**config.mk**
```make
export PLATFORM = sky130hd
export DESIGN_NAME = uart_rx_fifo
export DESIGN_NICKNAME = d
export VERILOG_FILES = /design/src/rtl/uart_pkg.sv /design/src/rtl/uart_fifo_mem.sv /design/src/rtl/uart_rx_fifo.sv
export SDC_FILE = /design/constraint.sdc
export NUM_CORES = 1
export LEC_CHECK = 0
export BUFFER_PORTS_ARGS = -buffer_cell sky130_fd_sc_hd__buf_4
export CORE_MARGIN = 5
export CORE_UTILIZATION = 60
export CTS_CLUSTER_SIZE = 12
export DETAILED_ROUTE_END_ITERATION = 7
export GPL_TIMING_DRIVEN = 0
export PLACE_DENSITY = 0.78
export SKIP_CTS_REPAIR_TIMING = 1
export SYNTH_ARGS = -nofsm -noshare
export SYNTH_HDL_FRONTEND = slang
export SYNTH_SLANG_ARGS = --single-unit
```
**constraint.sdc**
```tcl
create_clock -name i_clk -period 5.2 [get_ports i_clk]
set_clock_uncertainty 0.15 [all_clocks]
set_input_delay 0.26 -clock i_clk [delete_from_list [all_inputs] [get_ports i_clk]]
set_output_delay 0.26 -clock i_clk [all_outputs]
set_load 0.01 [all_outputs]
```
**src/rtl/uart_pkg.sv**
```systemverilog
// uart_pkg: shared UART constants and the byte type used by receiver, transmitter and FIFOs
package uart_pkg;
  localparam int UART_SIZE_DATA = 8;
  localparam int UART_RX_FIFO_DEPTH = 16;
  typedef logic [UART_SIZE_DATA-1:0] uart_byte_t;
endpackage

```
**src/rtl/uart_fifo_mem.sv**
```systemverilog
// uart_fifo_mem: register array; i_wr_en/i_wr_addr/i_wr_data write port, i_rd_en/i_rd_addr -> registered o_rd_data
module uart_fifo_mem #(
  parameter int SIZE_DATA = 8,
  parameter int DEPTH = 16
) (
  input  logic                       i_clk,
  input  logic                       i_rst_n,
  input  logic                       i_wr_en,
  input  logic [$clog2(DEPTH)-1:0]   i_wr_addr,
  input  logic [SIZE_DATA-1:0]       i_wr_data,
  input  logic                       i_rd_en,
  input  logic [$clog2(DEPTH)-1:0]   i_rd_addr,
  output logic [SIZE_DATA-1:0]       o_rd_data
);
  logic [SIZE_DATA-1:0] mem_q [DEPTH];
  logic [SIZE_DATA-1:0] rd_data_q, rd_data_d;
  always_comb rd_data_d = i_rd_en ? mem_q[i_rd_addr] : rd_data_q;
  always_ff @(posedge i_clk) if (i_wr_en) mem_q[i_wr_addr] <= i_wr_data;
  always_ff @(posedge i_clk) rd_data_q <= !i_rst_n ? '0 : rd_data_d;
  assign o_rd_data = rd_data_q;
endmodule

```
**src/rtl/uart_rx_fifo.sv**
```systemverilog
// uart_rx_fifo: receive byte FIFO; i_wr_* from receiver, i_rd_en -> o_rd_data/o_rd_valid, o_full/o_empty/o_almost_full/o_count, sticky o_overrun
module uart_rx_fifo
  import uart_pkg::*;
#(
  parameter int SIZE_DATA = UART_SIZE_DATA,
  parameter int DEPTH = UART_RX_FIFO_DEPTH,
  parameter int AF_LEVEL = DEPTH - 2
) (
  input  logic                       i_clk,
  input  logic                       i_rst_n,
  input  logic                       i_wr_en,
  input  logic [SIZE_DATA-1:0]       i_wr_data,
  input  logic                       i_rd_en,
  input  logic                       i_clr_overrun,
  output logic [SIZE_DATA-1:0]       o_rd_data,
  output logic                       o_rd_valid,
  output logic                       o_full,
  output logic                       o_empty,
  output logic                       o_almost_full,
  output logic [$clog2(DEPTH):0]     o_count,
  output logic                       o_overrun
);
  localparam int ADDR_W = $clog2(DEPTH);
  localparam int CNT_W = ADDR_W + 1;
  logic [ADDR_W-1:0] wr_ptr_q, wr_ptr_d, rd_ptr_q, rd_ptr_d;
  logic [CNT_W-1:0] count_q, count_d;
  logic full_q, full_d, empty_q, empty_d, af_q, af_d;
  logic overrun_q, overrun_d, rd_valid_q, rd_valid_d;
  logic rd_acc, wr_acc;
  always_comb begin
    rd_acc = i_rd_en && !empty_q;
    wr_acc = i_wr_en && (!full_q || rd_acc);
    wr_ptr_d = wr_ptr_q + ADDR_W'(wr_acc);
    rd_ptr_d = rd_ptr_q + ADDR_W'(rd_acc);
    count_d = count_q + CNT_W'(wr_acc) - CNT_W'(rd_acc);
    full_d = count_d == CNT_W'(DEPTH);
    empty_d = count_d == '0;
    af_d = count_d >= CNT_W'(AF_LEVEL);
    overrun_d = (i_wr_en && !wr_acc) ? 1'b1 : i_clr_overrun ? 1'b0 : overrun_q;
    rd_valid_d = rd_acc;
  end
  always_ff @(posedge i_clk) begin
    if (!i_rst_n) begin
      wr_ptr_q <= '0;
      rd_ptr_q <= '0;
      count_q <= '0;
      full_q <= 1'b0;
      empty_q <= 1'b1;
      af_q <= 1'b0;
      overrun_q <= 1'b0;
      rd_valid_q <= 1'b0;
    end else begin
      wr_ptr_q <= wr_ptr_d;
      rd_ptr_q <= rd_ptr_d;
      count_q <= count_d;
      full_q <= full_d;
      empty_q <= empty_d;
      af_q <= af_d;
      overrun_q <= overrun_d;
      rd_valid_q <= rd_valid_d;
    end
  end
  uart_fifo_mem #(.SIZE_DATA(SIZE_DATA), .DEPTH(DEPTH)) u_mem (
    .i_clk(i_clk),
    .i_rst_n(i_rst_n),
    .i_wr_en(wr_acc),
    .i_wr_addr(wr_ptr_q),
    .i_wr_data(i_wr_data),
    .i_rd_en(rd_acc),
    .i_rd_addr(rd_ptr_q),
    .o_rd_data(o_rd_data)
  );
  assign o_rd_valid = rd_valid_q;
  assign o_full = full_q;
  assign o_empty = empty_q;
  assign o_almost_full = af_q;
  assign o_count = count_q;
  assign o_overrun = overrun_q;
endmodule
```
Word-level counts from Yosys, hierarchy flattened
Memory sizes are Yosys's and may differ from the RTL's. A register that Yosys moved wholly into a read port is not among the register bits.
Cells that the tools add are included.
{ "word_totals": {"regBits": 18, "ramBits": 128, "inputBits": 13, "output_inout_bits": 18, "word_cells": 29, "mem_count": 1} }
{ "memory_table": {"columns": ["memory", "words", "width", "read_ports", "rd_ports_with_merged_regs", "write_ports", "line_no", "source"], "rows": [
  ["u_mem.mem_q", 16, 8, 1, 1, 1, "uart_fifo_mem.sv:15", "logic [SIZE_DATA-1:0] mem_q [DEPTH];"]
]} }
{ "op_classes": {"n_addsub": 4, "magnitude_cmp": 1, "eq_ne": 1, "n_mux": 4, "n_reduce_logical": 10} }
{ "ops": {"columns": ["cell", "count"], "rows": [
  ["$add A4 B1 Y4", 2],
  ["$add A5 B1 Y5", 1],
  ["$eq A5 B5 Y1 const B", 1],
  ["$ge A5 B4 Y1 const B", 1],
  ["$logic_not A5 Y1", 1],
  ["$sub A5 B1 Y5", 1],
  ["$logic_not A1 Y1", 4],
  ["$mux W1", 4],
  ["$logic_and A1 B1 Y1", 3],
  ["$reduce_bool A2 Y1", 1],
  ["$logic_or A1 B1 Y1", 1]
]} }

Longest topological paths before layout
{ "depth": {"word_depth": 7, "depth_mapped": 12} }

By module
A second synthesis with hierarchy kept.
{ "hier_totals": {"cells_unflattened": 392, "area_unflattened_um2": 6140.9} }
{ "by_module_without_submodules": {"columns": ["mod", "n_inst", "cells_each", "area_per_inst_um2"], "rows": [
  ["uart_fifo_mem", 1, 318, 5351.4],
  ["uart_rx_fifo", 1, 74, 789.5]
]} }

Worst setup path after synthesis
No wires, ideal clock.
{ "synth_path": {"path_kind": "register -> register", "start": "register empty_q (netlist: o_empty)", "end": "register full_q (netlist: o_full)", "setup_ns": 0.103, "arrival_ns": 2.442, "required_ns": 4.947, "setup_slack_ns": 2.505, "stages_incl_launch_ff": 12, "path_buffers": 0, "cell_sequence": "dfxtp_1 > nand2b_1 > inv_2 > o21ai_1 > ha_1 > inv_1 > ha_1 > inv_1 > fa_1 > xnor2_1 > or3b_1 > a2111oi_2"} }
{ "synth_via": {"elab_chain_len": 7} }
{ "synth_lines": {"columns": ["element", "line_no", "source"], "rows": [
  ["start, declared", "uart_rx_fifo.sv:27", "logic full_q, full_d, empty_q, empty_d, af_q, af_d;"],
  ["start signal, assigned", "uart_rx_fifo.sv:57", "empty_q <= empty_d;"],
  ["$logic_not A1 Y1 (*)", "uart_rx_fifo.sv:31", "rd_acc = i_rd_en && !empty_q;"],
  ["$logic_and A1 B1 Y1 (*)", "uart_rx_fifo.sv:31", null],
  ["net rd_acc", "uart_rx_fifo.sv:29", "logic rd_acc, wr_acc;"],
  ["$logic_or A1 B1 Y1", "uart_rx_fifo.sv:32", "wr_acc = i_wr_en && (!full_q || rd_acc);"],
  ["$logic_and A1 B1 Y1", "uart_rx_fifo.sv:32", null],
  ["$add A5 B1 Y5", "uart_rx_fifo.sv:35", "count_d = count_q + CNT_W'(wr_acc) - CNT_W'(rd_acc);"],
  ["$sub A5 B1 Y5 (*)", "uart_rx_fifo.sv:35", null],
  ["$eq A5 B5 Y1 (*)", "uart_rx_fifo.sv:36", "full_d = count_d == CNT_W'(DEPTH);"],
  ["end signal, assigned", "uart_rx_fifo.sv:56", "full_q <= full_d;"],
  ["end, declared", "uart_rx_fifo.sv:27", null]
]} }
Mark *: on every way through the listed nets, which the timed path passes. The rest lies on a longest branch.
A chain may end at the register's enable or synchronous reset.

Worst setup path in the final report
Ends and elaborated chain as after synthesis.

==> summary.txt <==
Yosys
  • Netlist cell types: 40
  • Area leader, netlist: edfxtp_1
  • Seq cells post-synth: 154
  • Synth area leaders: edfxtp_1, mux4_2, dfxtp_1
  • Count leader, synth: edfxtp_1
  • EDFF count, synth: 128
  • Synth top cells by count: edfxtp_1, dfxtp_1, mux2i_1, mux4_2, nor2_1
  • Post-Syn Area: 0.00605 sq mm
  • Most used flip-flop cell after synthesis: edfxtp_1
  • Gate Count Post-Synth: 344
  • Synth warn: 0
  • Syn Area/Cell: 17.6 sq um
  • Ys async rst share: 0%
  • Syn Nets: 367
  • Register area share after synthesis: 72.1%
  • Post-synth top area share: 63.5%

Routing
  • Post-DR vias/cell: about 5.9
  • Post-Route WL: about 12,000 um
  • Routed vias: approximately 3,300
  • Routed Antenna Nets: 0
  • Residual DRC: 0
  • Iter 0 DRT Violations: 268
  • Wire per inst: ~22 um
  • 1st-pass router iterations: 4

Die
  • Die Ht: ~110 um
  • Core Region: about 0.0098 sq mm
  • Initial Utilization: 61.6%
  • Top Ports: 31
  • Num rows: 36
  • Total die area: about 0.012 sq mm
  • Die width: ~110 um

Critical path
  • CP Capture Type: register
  • Critical path data arrival time: 3250 ps
  • Startpoint Class: register
  • Max FO, Critical Path: 4
  • Critical Path, Cell by Cell: nand2b_1 > inv_2 > o21ai_1 > ha_1 > inv_1 > ha_1 > inv_1 > fa_1 > xnor2_1 > or3b_1 > a2111oi_2
  • CP Class: register to register
  • CP max stage cell: fa_1
  • Buf+Inv Stages, Crit Path: 3
  • Critical path required time: between 5000 and 6000 ps
  • CP top delay family: adder cells
  • Slowest stage delay, CP: about 400 ps

Timing
  • Final setup TNS: 0 ps
  • Final period util: 57.8%
  • Tmin final: 3000 ps
  • Worst-Margin Slew: around 1200 ps
  • Final Hold Viols: 0
  • WHS: 21.8 ps
  • Fmax achieved: 333 MHz
  • Slew headroom: 16.5%
  • Final setup vio count: 0
  • RSZ-0062 raised after global routing: false
  • Fin. max-slew vios: 0

Final layout
  • Layout cell share with drive strength beyond 1: between 20% and 30%
  • Final Non-Filler Cells: 550
  • Fin nets: 427
  • N_diodes: 0
  • Area Overhead vs Synth: 17.6%

Place
  • Detailed placer's ending HPWL: 7610 um
  • Placed cells: between 500 and 600
  • Input/output buffers: 30
  • GPL Wtd Cong: 0.789

Power and ir drop
  • Worst IR drop on VDD: between 0.3 and 0.4 mV
  • Pwr dens: 454 mW/mm^2
  • Overall Power: 3.23 mW
  • Leakage power: 2.38 nW

GRT
  • Vias in the first global route: 3,279
  • All-layer global routing usage: 20.4%
  • Antenna violations before repair: 0
  • Pin count of the biggest net entering global routing: 17
  • First-pass GRT wire length: 18,400 um
  • Grt ovf: 0

Clocking
  • CTS buffer count: 17
  • H-Tree Level Count: 4
  • CTS tree: done
  • Clk buf depth: 2
  • Worst-Skew Late Latency: 520 ps
  • Clock Pin Slew Worst Setup and Hold Paths: about 70 ps
  • # clock sinks: 154
  • Root buf cell: clkbuf_8

Hold path
  • Min-Delay Path Class: input port to register

Job
  • # Max-Cap Violations: 0

Status
  • Status: finished, final reports clean
==> final timing paths <==
| path | startpoint | endpoint | slack (ps) | depth (start not counted) |
|---|---|---|---|---|
| setup reg to reg | o_empty$_SDFF_PN1_ | o_full$_SDFF_PN0_ | 2200 | 11 |
| setup / recovery | o_empty$_SDFF_PN1_ | o_full$_SDFF_PN0_ | 2200 | 11 |
| hold / removal | i_rd_en | o_rd_valid$_SDFF_PN0_ | 20 | 3 |
| hold reg to reg | u_mem.o_rd_data[2]$_SDFFE_PN0P_ | u_mem.o_rd_data[2]$_SDFFE_PN0P_ | 330 | 2 |
==> cells by family (layout without fill, tap and decap cells) <==
logic type               Yosys count  after routing  share of synthesized area, %
adder cells (fa/ha/maj)           10             10                          2.19
multiplexers                      48             48                          12.9
XOR/XNOR                           8              8                          1.16
flip-flops                       154            154                          72.1
AO/OA/AOI/OAI                     33             33                          4.09
buffers and inverters             27            100                          2.29
AND/OR/NAND/NOR                   64             64                          5.25
==> worst register-to-register path: stages (launching register included) <==
cell	delay [ps]
dfxtp_1	330
nand2b_1	220
inv_2	90
o21ai_1	190
ha_1	260
inv_1	50
ha_1	150
inv_1	60
fa_1	400
xnor2_1	180
or3b_1	400
a2111oi_2	390
==> final cells by class <==
type,instances,area [sq um]
Fill cell,620,2700
Clock buffer,17,414
Inverter,12,45.0
Clock inverter,15,151
Tap cell,133,166
Timing Repair Buffer,41,335
Buffer,15,93.8
Sequential cell,154,4360
Multi-Input combinational cell,163,1550
==> flip-flops by register name, summed over array words and instances (netlist names) <==
name / count
wr_ptr_q: 4
o_overrun: 1
u_mem.mem_q: 128
o_count: 5
rd_ptr_q: 4
o_almost_full: 1
o_empty: 1
o_full: 1
u_mem.o_rd_data: 8
o_rd_valid: 1
==> power breakdown <==
part           total, mW  switching (mW)  internal [mW]
Sequential          1.45          0.0383           1.41
Combinational      0.623           0.328          0.295
Clock               1.16           0.510          0.652
==> metrics by stage <==
stage	util, %	setup slack [ps]	cell area [sq um]
after floorplan	-	2500	6050
after global placement	65.6	2350	6440
after detailed placement	65.6	2200	6440
after CTS	71.4	2200	7010
after global routing	72.5	2070	7120
final	72.5	2200	7120
==> layer usage <==
metal,vias to the layer above,track usage [%],routed length [um]
met5,-,0,0
met3,21,4.32,805
met1,1631,27.2,4900
li1,1464,-,-
met2,135,33.3,6190
met4,0,7.64,246
==> cells in the final DEF, fill, tap and decap left out, types with 2 or more instances in the layout <==
master	instances
nand2b_1	4
inv_6	7
buf_1	2
and2_1	7
buf_2	6
nand3b_1	2
o21ai_1	2
xor2_1	4
nor3_1	6
clkbuf_1	2
nor2_1	22
nand2_1	12
a21oi_1	2
edfxtp_1	128
inv_2	2
o211ai_1	15
dfxtp_1	26
a22oi_1	7
inv_8	2
dlygate4sd3_1	11
nand3_1	3
ha_1	9
buf_6	3
buf_4	32
mux2i_1	24
mux4_2	24
clkbuf_16	16
clkinv_4	2
inv_1	10
nor2b_1	2
xnor2_1	4
clkinvlp_4	2
Note: power is estimated with default switching activity, not from simulation.
